[src/rtl/st_buf.sv]
`default_nettype none
// ============================================================================
// Module   : st_buf
// Brief    : Store aligner and write-buffer FIFO draining to DMEM, with a
//            word-granular load hazard compare against pending entries.
// Revision : 1.0 - initial release
// ============================================================================
module st_buf #(
    parameter int DEPTH = 2
) (
    input  logic                     clk,
    input  logic                     rst_n,
    input  logic                     req_valid,
    output logic                     req_ready,
    input  logic [1:0]               sel,
    input  logic [31:0]              addr,
    input  logic [31:0]              din,
    output logic                     misalign_err,
    output logic                     mem_valid,
    input  logic                     mem_ready,
    output logic [31:0]              mem_addr,
    output logic [31:0]              mem_wdata,
    output logic [3:0]               mem_we,
    input  logic [31:0]              ld_addr,
    output logic                     ld_hazard,
    output logic [$clog2(DEPTH):0]   count
);

    localparam int c_ptr_w = $clog2(DEPTH);
    localparam int c_cnt_w = c_ptr_w + 1;
    localparam logic [c_cnt_w-1:0] c_depth = c_cnt_w'(DEPTH);

    localparam logic [1:0] c_sel_byte = 2'd0;
    localparam logic [1:0] c_sel_half = 2'd1;
    localparam logic [1:0] c_sel_word = 2'd2;

    logic [c_ptr_w-1:0] r_wr_ptr;
    logic [c_ptr_w-1:0] r_rd_ptr;
    logic [c_cnt_w-1:0] r_count;
    logic [DEPTH-1:0]   r_occ;
    logic [29:0]        r_waddr [DEPTH];
    logic [31:0]        r_wdata [DEPTH];
    logic [3:0]         r_we    [DEPTH];
    logic               r_misalign;

    logic               w_accept;
    logic               w_legal;
    logic               w_enq;
    logic               w_deq;
    logic [3:0]         w_we;
    logic [31:0]        w_wdata;
    logic               w_hazard;

    assign req_ready = (r_count < c_depth);
    assign mem_valid = (r_count != '0);
    assign w_accept  = req_valid && req_ready;
    assign w_enq     = w_accept && w_legal;
    assign w_deq     = mem_valid && mem_ready;

    // Lane replication makes every byte lane carry the store data so DMEM
    // only needs the byte enables to pick the written lanes.
    always_comb begin
        w_legal = 1'b0;
        w_we    = 4'b0000;
        w_wdata = din;
        case (sel)
            c_sel_byte: begin
                w_legal = 1'b1;
                w_we    = 4'b0001 << addr[1:0];
                w_wdata = {4{din[7:0]}};
            end
            c_sel_half: begin
                w_legal = ~addr[0];
                w_we    = 4'b0011 << addr[1:0];
                w_wdata = {2{din[15:0]}};
            end
            c_sel_word: begin
                w_legal = (addr[1:0] == 2'b00);
                w_we    = 4'b1111;
                w_wdata = din;
            end
            default: begin
                w_legal = 1'b0;
            end
        endcase
    end

    always_ff @(posedge clk or negedge rst_n) begin
        if (!rst_n) begin
            r_wr_ptr   <= '0;
            r_rd_ptr   <= '0;
            r_count    <= '0;
            r_occ      <= '0;
            r_misalign <= 1'b0;
            for (int i = 0; i < DEPTH; i++) begin
                r_waddr[i] <= '0;
                r_wdata[i] <= '0;
                r_we[i]    <= '0;
            end
        end else begin
            r_misalign <= w_accept && !w_legal;
            if (w_enq) begin
                r_waddr[r_wr_ptr] <= addr[31:2];
                r_wdata[r_wr_ptr] <= w_wdata;
                r_we[r_wr_ptr]    <= w_we;
                r_occ[r_wr_ptr]   <= 1'b1;
                r_wr_ptr          <= r_wr_ptr + 1'b1;
            end
            // Enqueue only happens when not full, so it never targets the head
            // slot while a dequeue clears it.
            if (w_deq) begin
                r_occ[r_rd_ptr] <= 1'b0;
                r_rd_ptr        <= r_rd_ptr + 1'b1;
            end
            case ({w_enq, w_deq})
                2'b10:   r_count <= r_count + 1'b1;
                2'b01:   r_count <= r_count - 1'b1;
                default: r_count <= r_count;
            endcase
        end
    end

    always_comb begin
        w_hazard = 1'b0;
        for (int i = 0; i < DEPTH; i++) begin
            if (r_occ[i] && (r_waddr[i] == ld_addr[31:2])) begin
                w_hazard = 1'b1;
            end
        end
    end

    assign ld_hazard    = w_hazard;
    assign misalign_err = r_misalign;
    assign count        = r_count;
    assign mem_addr     = {r_waddr[r_rd_ptr], 2'b00};
    assign mem_wdata    = r_wdata[r_rd_ptr];
    assign mem_we       = mem_valid ? r_we[r_rd_ptr] : 4'b0000;

endmodule
`default_nettype wire
[config.mk]
export PLATFORM = sky130hd
export DESIGN_NAME = st_buf
export DESIGN_NICKNAME = d
export VERILOG_FILES = /design/src/rtl/st_buf.sv
export SDC_FILE = /design/constraint.sdc
export NUM_CORES = 1
export LEC_CHECK = 0
export CORE_ASPECT_RATIO = 0.8
export CORE_MARGIN = 2
export CORE_UTILIZATION = 45
export DETAILED_ROUTE_END_ITERATION = 8
export GPL_ROUTABILITY_DRIVEN = 0
export PLACE_DENSITY = 0.82
export SETUP_SLACK_MARGIN = 0.15
export SYNTH_ARGS = -nofsm -noshare
export SYNTH_HDL_FRONTEND = slang
export SYNTH_SLANG_ARGS = --single-unit
[constraint.sdc]
create_clock -name clk -period 2.25 [get_ports clk]
set_input_delay 0.45 -clock clk [delete_from_list [all_inputs] [get_ports clk]]
set_output_delay 0.45 -clock clk [all_outputs]
set_load 0.03 [all_outputs]
-- Word-level counts from Yosys, hierarchy flattened
Index checks and enable logic that the tools add are counted.
- bitwise logic cells: 6
- reductions and logical operators: 14
- equal/unequal tests: 6
- divide/modulo/power cells: 0
- multiplexer cells: 31
- $mul: 0
- shift operators: 2
- $lt $le $gt $ge: 8
- add/sub/neg operators: 4
- operator list (operator ; number):
    two-way mux 32 bit ; 4
    two-way mux 30 bit ; 4
    bitwise mux 64 bit ; 1
    one-hot mux 32 bit (2 select lines) ; 1
    bitwise mux 60 bit ; 1
    == test 30 bit ; 2
    demux 32 bit (select 1 bit) ; 1
    demux 30 bit (select 1 bit) ; 1
    two-way mux 4 bit ; 5
    one-hot mux 4 bit (3 select lines) ; 1
    logical AND 1 bit ; 9
    bitwise mux 8 bit ; 1
    demux 4 bit (select 1 bit) ; 1
    == test 2 x 1 -> 1 bit, second input constant ; 2
    == test 2 bit, second input constant ; 2
    >= comparator 2 bit, second input constant ; 2
    zero test 2 bit ; 2
    less-than comparator 1 x 2 -> 1 bit, second input constant ; 2
    two-way mux 1 bit ; 4
    two-way mux 2 bit ; 2
    NOT 1 -> 2 bit ; 2
    one-hot mux 2 bit (2 select lines) ; 1
    nonzero test 2 bit ; 2
    left shift 1 x 2 -> 4 bit, first input constant ; 1
    other kinds (14) ; 17
- flip-flop bits (word level): 139
- latch bits: 0
- ROM bits: 0
- bits in writable memories: 0
- memories: 0
- output and inout bits: 74

-- Logic depth before layout (Yosys ltp)
Gate-level depths: netlist of run 1.
- depth in word-level cells: 8
- mapped depth: 8
- gate-level depth less buffers: 8

-- Least setup slack after synthesis of run 1
OpenSTA, ideal clock, no wires.
- path type: input-to-output
- start: in ld_addr[2]
- end: out ld_hazard
- required time: 1.800 ns
- stages: 4
- data arrival time: 1.690 ns
- path buffers: 0
- path slack: 0.110 ns
- path through: xnor2_1 -> nand4_1 -> or4_1 -> o22ai_1
- cells in the longest elaborated chain, start to end: 4
- RTL lines (what ; RTL line ; source):
    start: declaration ; 24 ; input logic [31:0] ld_addr,
    == test 30 bit ; 126 ; if (r_occ[i] && (r_waddr[i] == ld_addr[31:2])) begin
    logical AND 1 bit ; 126 ;
    two-way mux 1 bit ; 126 ;
    two-way mux 1 bit (*) ; 126 ;
    end: declaration ; 25 ; output logic ld_hazard,
Mark *: on every way between the ends. The rest lies on a longest branch, timed or not.

-- Final worst setup path of run 1
- start: reg r_waddr[45] (netlist bit)
- end: out ld_hazard
- cells in the longest elaborated chain, start to end: 4
- RTL lines (what ; RTL line ; source):
    start: declaration ; 41 ; logic [29:0] r_waddr [DEPTH];
    start signal: indexed assignment ; 103 ; r_waddr[r_wr_ptr] <= addr[31:2];
    == test 30 bit ; 126 ;
    logical AND 1 bit ; 126 ;
    two-way mux 1 bit (2 in a row) ; 126 ;
No other way between the ends.

==> run metrics, run 1 <==
Seq cells post-synth between 100 and 150; M1 wire length 8770 um; largest net degree at the start of global routing 81; I/O Buffers 171; fmax 396 MHz; clk sinks 139; P_leak 5.13 nW; Final Hold Fails 0; WP depth 5; WL final 21100 um; r2r endpoint count[1]; layout net count 902; Arr. time, crit path 2.08 ns; Initial Util 46.0%; synthesized area per cell 12.4 um^2; CP peak stage delay 0.56 ns; Netlist cell types 31; XOR/XNOR Fraction of Synth Area 7.71%; layout cells sized above 1 38.3%; combinational power share between 50% and 60%; Top Layer Used met4; gr usage total between 20% and 30%; failing checks setup timing; first-pass GRT wire length roughly 32000 um; DP HPWL 13700 um; TritonCTS clock tree yes; clock share of power around 16%; startpoint types register; outcome finished with violations; largest family of logic cells by synthesized area multiplexers; via count 5477; Max VDD drop 0.00129 V; Fill cells between 1000 and 1500; final setup vio count 1; Crit-path slowest cell or4_1; area of the core 15800 um^2; buffers and inverters on the worst path 1; Vias/cell 5.33; post-synthesis instance total 588; Top Ports 176; post-route ant nets 0; Worst slew margin a little over three fifths; largest fanout on the critical path 3; R2R depth 7; # rows 41; multiplexer share of the synthesized area 29.5%; worst-margin pin slew 0.556 ns; Residual DRC 0; Final period util 112%; NetSw 6.64 mW; CTS root buf clkbuf_16; max-slew violation count 0; RSZ-0062 raised after global routing yes; DR WL met2 10400 um; drt pass-1 iters 4; Ys Warns 0; dpl cell area 9380 um^2; sw frac about two fifths; Post-Synth Simple-Gate Area 6.04%; CTS buffer count 17; Synth top area share 47.8%; clk_lat worst skew 0.42 ns; final design utilization 67.1%; endpoint class of the critical path output port; initial antenna violation count 0; Flop pwr share 27.5%; CP Cell Sequence xnor2_1, nand4_1, or4_1, o22ai_2, buf_6; Die X 146 um; CP Class register to output port; number of max-cap violations 0; First DRT Iteration DRCs 363; wire per inst slightly above 20 um; adder-cell share of the synthesized area 0.172%; Final Worst Setup Slack -0.276 ns; Final min period 2.53 ns; Critical Path RT 1.80 ns; worst reg-to-reg setup slack a little under 0.6 ns; sequential element share of the synthesized area about 48%; die span in y around 120 um; worst r2r src count[0]; Clock transition at path regs 0.06 ns; gr ovfl total 0; internal power 10.6 mW; Final Cell Area 10600 um^2; Synth area leader dfrtp_1; largest cells by area after synthesis dfrtp_1 (48%), mux2_4 (13%), mux2_2 (12%), xor2_1 (5.4%), mux2i_1 (4.3%); H-Tree Level Count 4; mapped cell area 7270 um^2; CP delay by family, top simple AND/OR/NAND/NOR gates; Layout area overhead 45.9%; complex-gate fraction of the synthesized area a little over 5%; metal3 WL 1580 um; PD cells roughly 1600 nW/um^2; Die Area about 17000 um^2; Worst Skew 0.00910 ns; Hold Path Class input port to asynchronous set/reset pin; CTS Buffer Depth 2; vias in the first global route 5743
synthesized netlist by cell type:
| library cell | n |
|---|---|
| buf_4 | 2 |
| o22ai_1 | 1 |
| or4_1 | 1 |
| nor3b_1 | 1 |
| dfrtp_1 | 139 |
| nor3_4 | 1 |
| ha_1 | 1 |
| nor4_1 | 10 |
| mux2_2 | 79 |
| nand4_1 | 7 |
| nor2b_1 | 1 |
| conb_1 | 1 |
| o21bai_1 | 1 |
| mux2_4 | 63 |
| xnor2_1 | 19 |
| a21oi_1 | 10 |
| a22oi_1 | 1 |
| clkbuf_1 | 11 |
| nand2_1 | 56 |
| xor2_1 | 45 |
| nor3_1 | 3 |
| inv_1 | 7 |
| buf_1 | 1 |
| mux2i_1 | 31 |
| a21oi_2 | 1 |
| buf_6 | 10 |
| buf_2 | 11 |
| nor2_1 | 17 |
| o21ai_0 | 54 |
| o211ai_2 | 2 |
| nor2_2 | 1 |
worst max-delay path by stage:
stage	startpoint	endpoint	slack, ns
6_report	r_waddr[45]	ld_hazard	-0.28
5_1_grt	r_waddr[45]	ld_hazard	-0.35
4_1_cts	r_waddr[52]	ld_hazard	-0.18
3_5_place_dp	ld_addr[12]	ld_hazard	-0.39
3_3_place_gp	ld_addr[12]	ld_hazard	-0.38
2_1_floorplan	ld_addr[2]	ld_hazard	0.25
cell type report:
class	instances	area, um^2	area share [%]
Clock buffer	23	468	4.41
Timing Repair Buffer	226	2420	22.8
Clock inverter	8	118	1.11
Antenna cell	1	2.50	0.0236
Multi-Input combinational cell	408	3820	36.0
Tap cell	215	269	2.54
Sequential cell	139	3480	32.8
Inverter	7	26.3	0.248
power groups by stage:
stage               registers (mW)  logic (mW)  clock network (mW)
global route                  4.87        10.2                2.98
CTS                           4.65        8.20                2.84
global placement              4.55        7.95                   0
detailed placement            4.66        8.07                   0
finish                        4.74        9.69                2.83
floorplan                     4.41        5.30                   0
layer usage:
| metal | track usage [%] | up-vias |
|---|---|---|
| met5 | 0 | - |
| met4 | 6.25 | 0 |
| met3 | 7.52 | 30 |
| met2 | 39.2 | 219 |
| met1 | 30.4 | 2759 |
| li1 | - | 2469 |
cell families (layout without fill, tap and decap cells):
group	after synthesis	after routing
AOI/OAI and AO/OA	70	70
muxes	173	173
adders and majority gates	1	1
buffers and inverters	42	264
other	1	3
DFF	139	139
and+or+nand+nor	98	98
xor gates and xnor gates	64	64
through the flow:
step | std cells | total power, mW | setup WS, ns | TNS [ns] | hold slack (ns)
6_report | 1027 | 17.3 | -0.276 | -0.276 | 0.439
5_1_grt | 1026 | 18.0 | -0.349 | -0.349 | 0.447
4_1_cts | 1020 | 15.7 | -0.175 | -0.175 | 0.430
3_5_place_dp | 973 | 12.7 | -0.388 | -1.80 | 0.304
3_3_place_gp | 973 | 12.5 | -0.381 | -0.387 | 0.299
2_1_floorplan | 589 | 9.70 | 0.251 | 0 | 0.154
timing repair:
item	CTS	global route
resized for setup	320	177
endpoints found under the hold margin	18	0
pin swaps	10	3
hold buffers	1	0
endpoints found under the setup margin	59	45
setup buffers	12	2
cloned	3	4
state kept, by name, indices dropped and copies added (netlist names):
signal,flops
r_wdata,64
r_waddr,60
r_we,8
count,2
r_occ,2
misalign_err,1
r_rd_ptr,1
r_wr_ptr,1
layout by cell type, fill, tap and decap left out, types with 2 or more instances in the layout:
cell             instances
dfrtp_1                138
mux2_4                 108
clkdlybuf4s50_1         83
buf_6                   58
nand2_1                 56
o21ai_0                 54
xor2_1                  45
buf_4                   41
mux2_2                  34
mux2i_1                 31
clkbuf_16               21
dlygate4sd2_1           19
nor2_1                  16
a21oi_1                 10
xnor2_1                 10
buf_12                  10
xnor2_2                  9
inv_1                    7
nand4_1                  7
nor4_1                   7
clkbuf_1                 4
clkinv_2                 4
nor4_2                   3
nor3_1                   3
bufinv_16                3
buf_16                   3
buf_2                    3
buf_8                    3
o211ai_4                 2
nor2_2                   2
conb_1                   2
clkbuf_8                 2
worst register-to-register path, stage by stage (launching register included):
cell and delay (ns):
dfrtp_1 0.44, nor2_2 0.21, inv_1 0.08, nand2_1 0.16, inv_1 0.11, ha_1 0.31
nor2_1 0.15, xnor2_1 0.13
No activity file was read; power rests on OpenSTA's default activity.
==> run 2: changes to the inputs <==
--- a/config.mk
+++ b/config.mk
@@ -5,12 +5,13 @@
 export SDC_FILE = /design/constraint.sdc
 export NUM_CORES = 1
 export LEC_CHECK = 0
-export CORE_ASPECT_RATIO = 0.8
+export CORE_ASPECT_RATIO = 1.75
 export CORE_MARGIN = 2
 export CORE_UTILIZATION = 45
 export DETAILED_ROUTE_END_ITERATION = 8
 export GPL_ROUTABILITY_DRIVEN = 0
 export PLACE_DENSITY = 0.82
+export REMOVE_ABC_BUFFERS = 1
 export SETUP_SLACK_MARGIN = 0.15
 export SYNTH_ARGS = -nofsm -noshare
 export SYNTH_HDL_FRONTEND = slang
==> run metrics, run 2 (synthesis results as in run 1) <==
Initial Util 45.8%; Critical Path RT 1.80 ns; Final Worst Setup Slack -0.280 ns; Fill cells 1116; First DRT Iteration DRCs 158; endpoint class of the critical path output port; drt pass-1 iters 4; post-route ant nets 0; Die X 100 um; Clock transition at path regs approximately 0.060 ns; ANT cells 0; Largest Register r_wdata; gr usage total 22.6%; initial antenna violation count 0; die span in y ~170 um; PD cells 1600 nW/um^2; max-slew violation count 0; CP peak stage delay 0.54 ns; Final Hold Fails 0; Final period util 112%; Hold Path Class register to register; Worst Skew 0.00767 ns; Final Hold Slack just under 0.5 ns; TritonCTS clock tree yes; area of the core 15900 um^2; CP Class input port to output port; RSZ-0062 raised after global routing yes; most common cell after layout, fill and taps aside dfrtp_1; via count 5466; Final Cell Area between 10000 and 15000 um^2; most frequent cells in the layout dfrtp_1 (138), mux2_4 (106), clkdlybuf4s50_1 (95), buf_6 (57), nand2_1 (56); CTS buffer count 17; CTS root buf clkbuf_16; fmax 395 MHz; clk_lat worst skew 0.40 ns; number of max-cap violations 0; first-pass GRT wire length between 30000 and 40000 um; H-Tree Level Count 4; Layout area overhead 46.2%; Largest regs r_wdata: 64 flops, r_waddr: 60 flops, r_we: 8 flops; CP Cell Sequence clkdlybuf4s50_1, xnor2_1, nand4_1, or4_4, o22ai_2, buf_6; Final min period 2.53 ns; dpl cell area 9460 um^2; layout cells sized above 1 38.6%; Vias/cell 5.40; vias in the first global route 5892; max reg flops 64; largest net degree at the start of global routing 60; Top Ports 176; gr ovfl total 0; final setup vio count 2; wire per inst roughly 21 um; I/O Buffers approximately 170; failing checks setup timing; outcome finished with violations; DP HPWL 13700 um; Max VDD drop about 0.00083 V; Residual DRC 0; P_leak roughly 5.1 nW; worst reg-to-reg setup slack 0.63 ns; clk sinks 139; startpoint types input port; WL final 20800 um; layout net count slightly above 900; CTS Buffer Depth 2; Die Area roughly 17000 um^2; largest fanout on the critical path 2; Crit-path slowest cell or4_4; # rows 61; Arr. time, crit path 2.08 ns
run 2: cell count changes in the layout (fill, tap and decap cells not counted), moves of 3 or more:
cell and delta:
xnor2_1 +9, clkbuf_16 +3, clkdlybuf4s50_1 +12, buf_4 +4, dlygate4sd2_1 -13, clkbuf_1 -3
xnor2_2 -9, buf_2 +6, clkinvlp_4 +3
run 2: through the flow:
| step | utilization (%) | std cells | power [mW] | setup TNS [ns] | worst slack (ns) |
|---|---|---|---|---|---|
| finish | 67.0 | 1013 | 17.0 | -0.282 | -0.280 |
| floorplan | - | 554 | 9.67 | -199.94 | -1.41 |
| global placement | 59.6 | 961 | 12.5 | -5.81 | -0.472 |
| CTS | 62.7 | 998 | 15.2 | -1.13 | -0.265 |
| global route | 67.0 | 1013 | 17.8 | -0.521 | -0.307 |
| detailed placement | 59.6 | 961 | 12.8 | -10.01 | -0.478 |
run 2: timing repair:
action	CTS	global route
setup endpoints to repair	62	64
hold buffers	1	0
pin swaps	3	1
gates resized for setup	288	234
setup buffers	4	6
cloned	2	9
endpoints found under the hold margin	29	0
run 2: cell type report:
type	count	area (um^2)	area share, %
Sequential cell	139	3480	32.7
Multi-Input combinational cell	408	3740	35.2
Timing Repair Buffer	240	2580	24.2
Tap cell	189	236	2.22
Inverter	7	26.3	0.247
Clock inverter	11	123	1.15
Clock buffer	19	443	4.17
run 2: worst max-delay path: cells and delay by family:
family / cells / cell delay, ns
AO/OA/AOI/OAI: 1 / 0.17
XOR/XNOR: 1 / 0.14
buffers and inverters: 2 / 0.66
AND/OR/NAND/NOR: 2 / 0.66
run 2: path summary, 6_finish.rpt:
path	startpoint	to	cells after the start
max	ld_addr[3]	ld_hazard	6
min	r_wdata[46]	r_wdata[46]	2
max reg2reg	count[1]	r_wdata[8]	7
min reg2reg	r_wdata[46]	r_wdata[46]	2
max in group asynchronous	rst_n	r_wdata[25]	3
min in group asynchronous	rst_n	r_waddr[54]	2
run 2: report_power, final:
group / total (mW) / internal, mW / switching (mW)
clock network: 2.73 / 1.65 / 1.08
logic: 9.57 / 5.06 / 4.51
registers: 4.70 / 3.72 / 0.985
run 2: per-layer routing:
layer | vias up | GRT usage, % | routed length (um)
met5 | - | 0 | 0
met4 | 0 | 7.44 | 635
met3 | 37 | 3.72 | 829
met2 | 168 | 43.6 | 11600
met1 | 2772 | 24.8 | 7750
li1 | 2489 | - | -
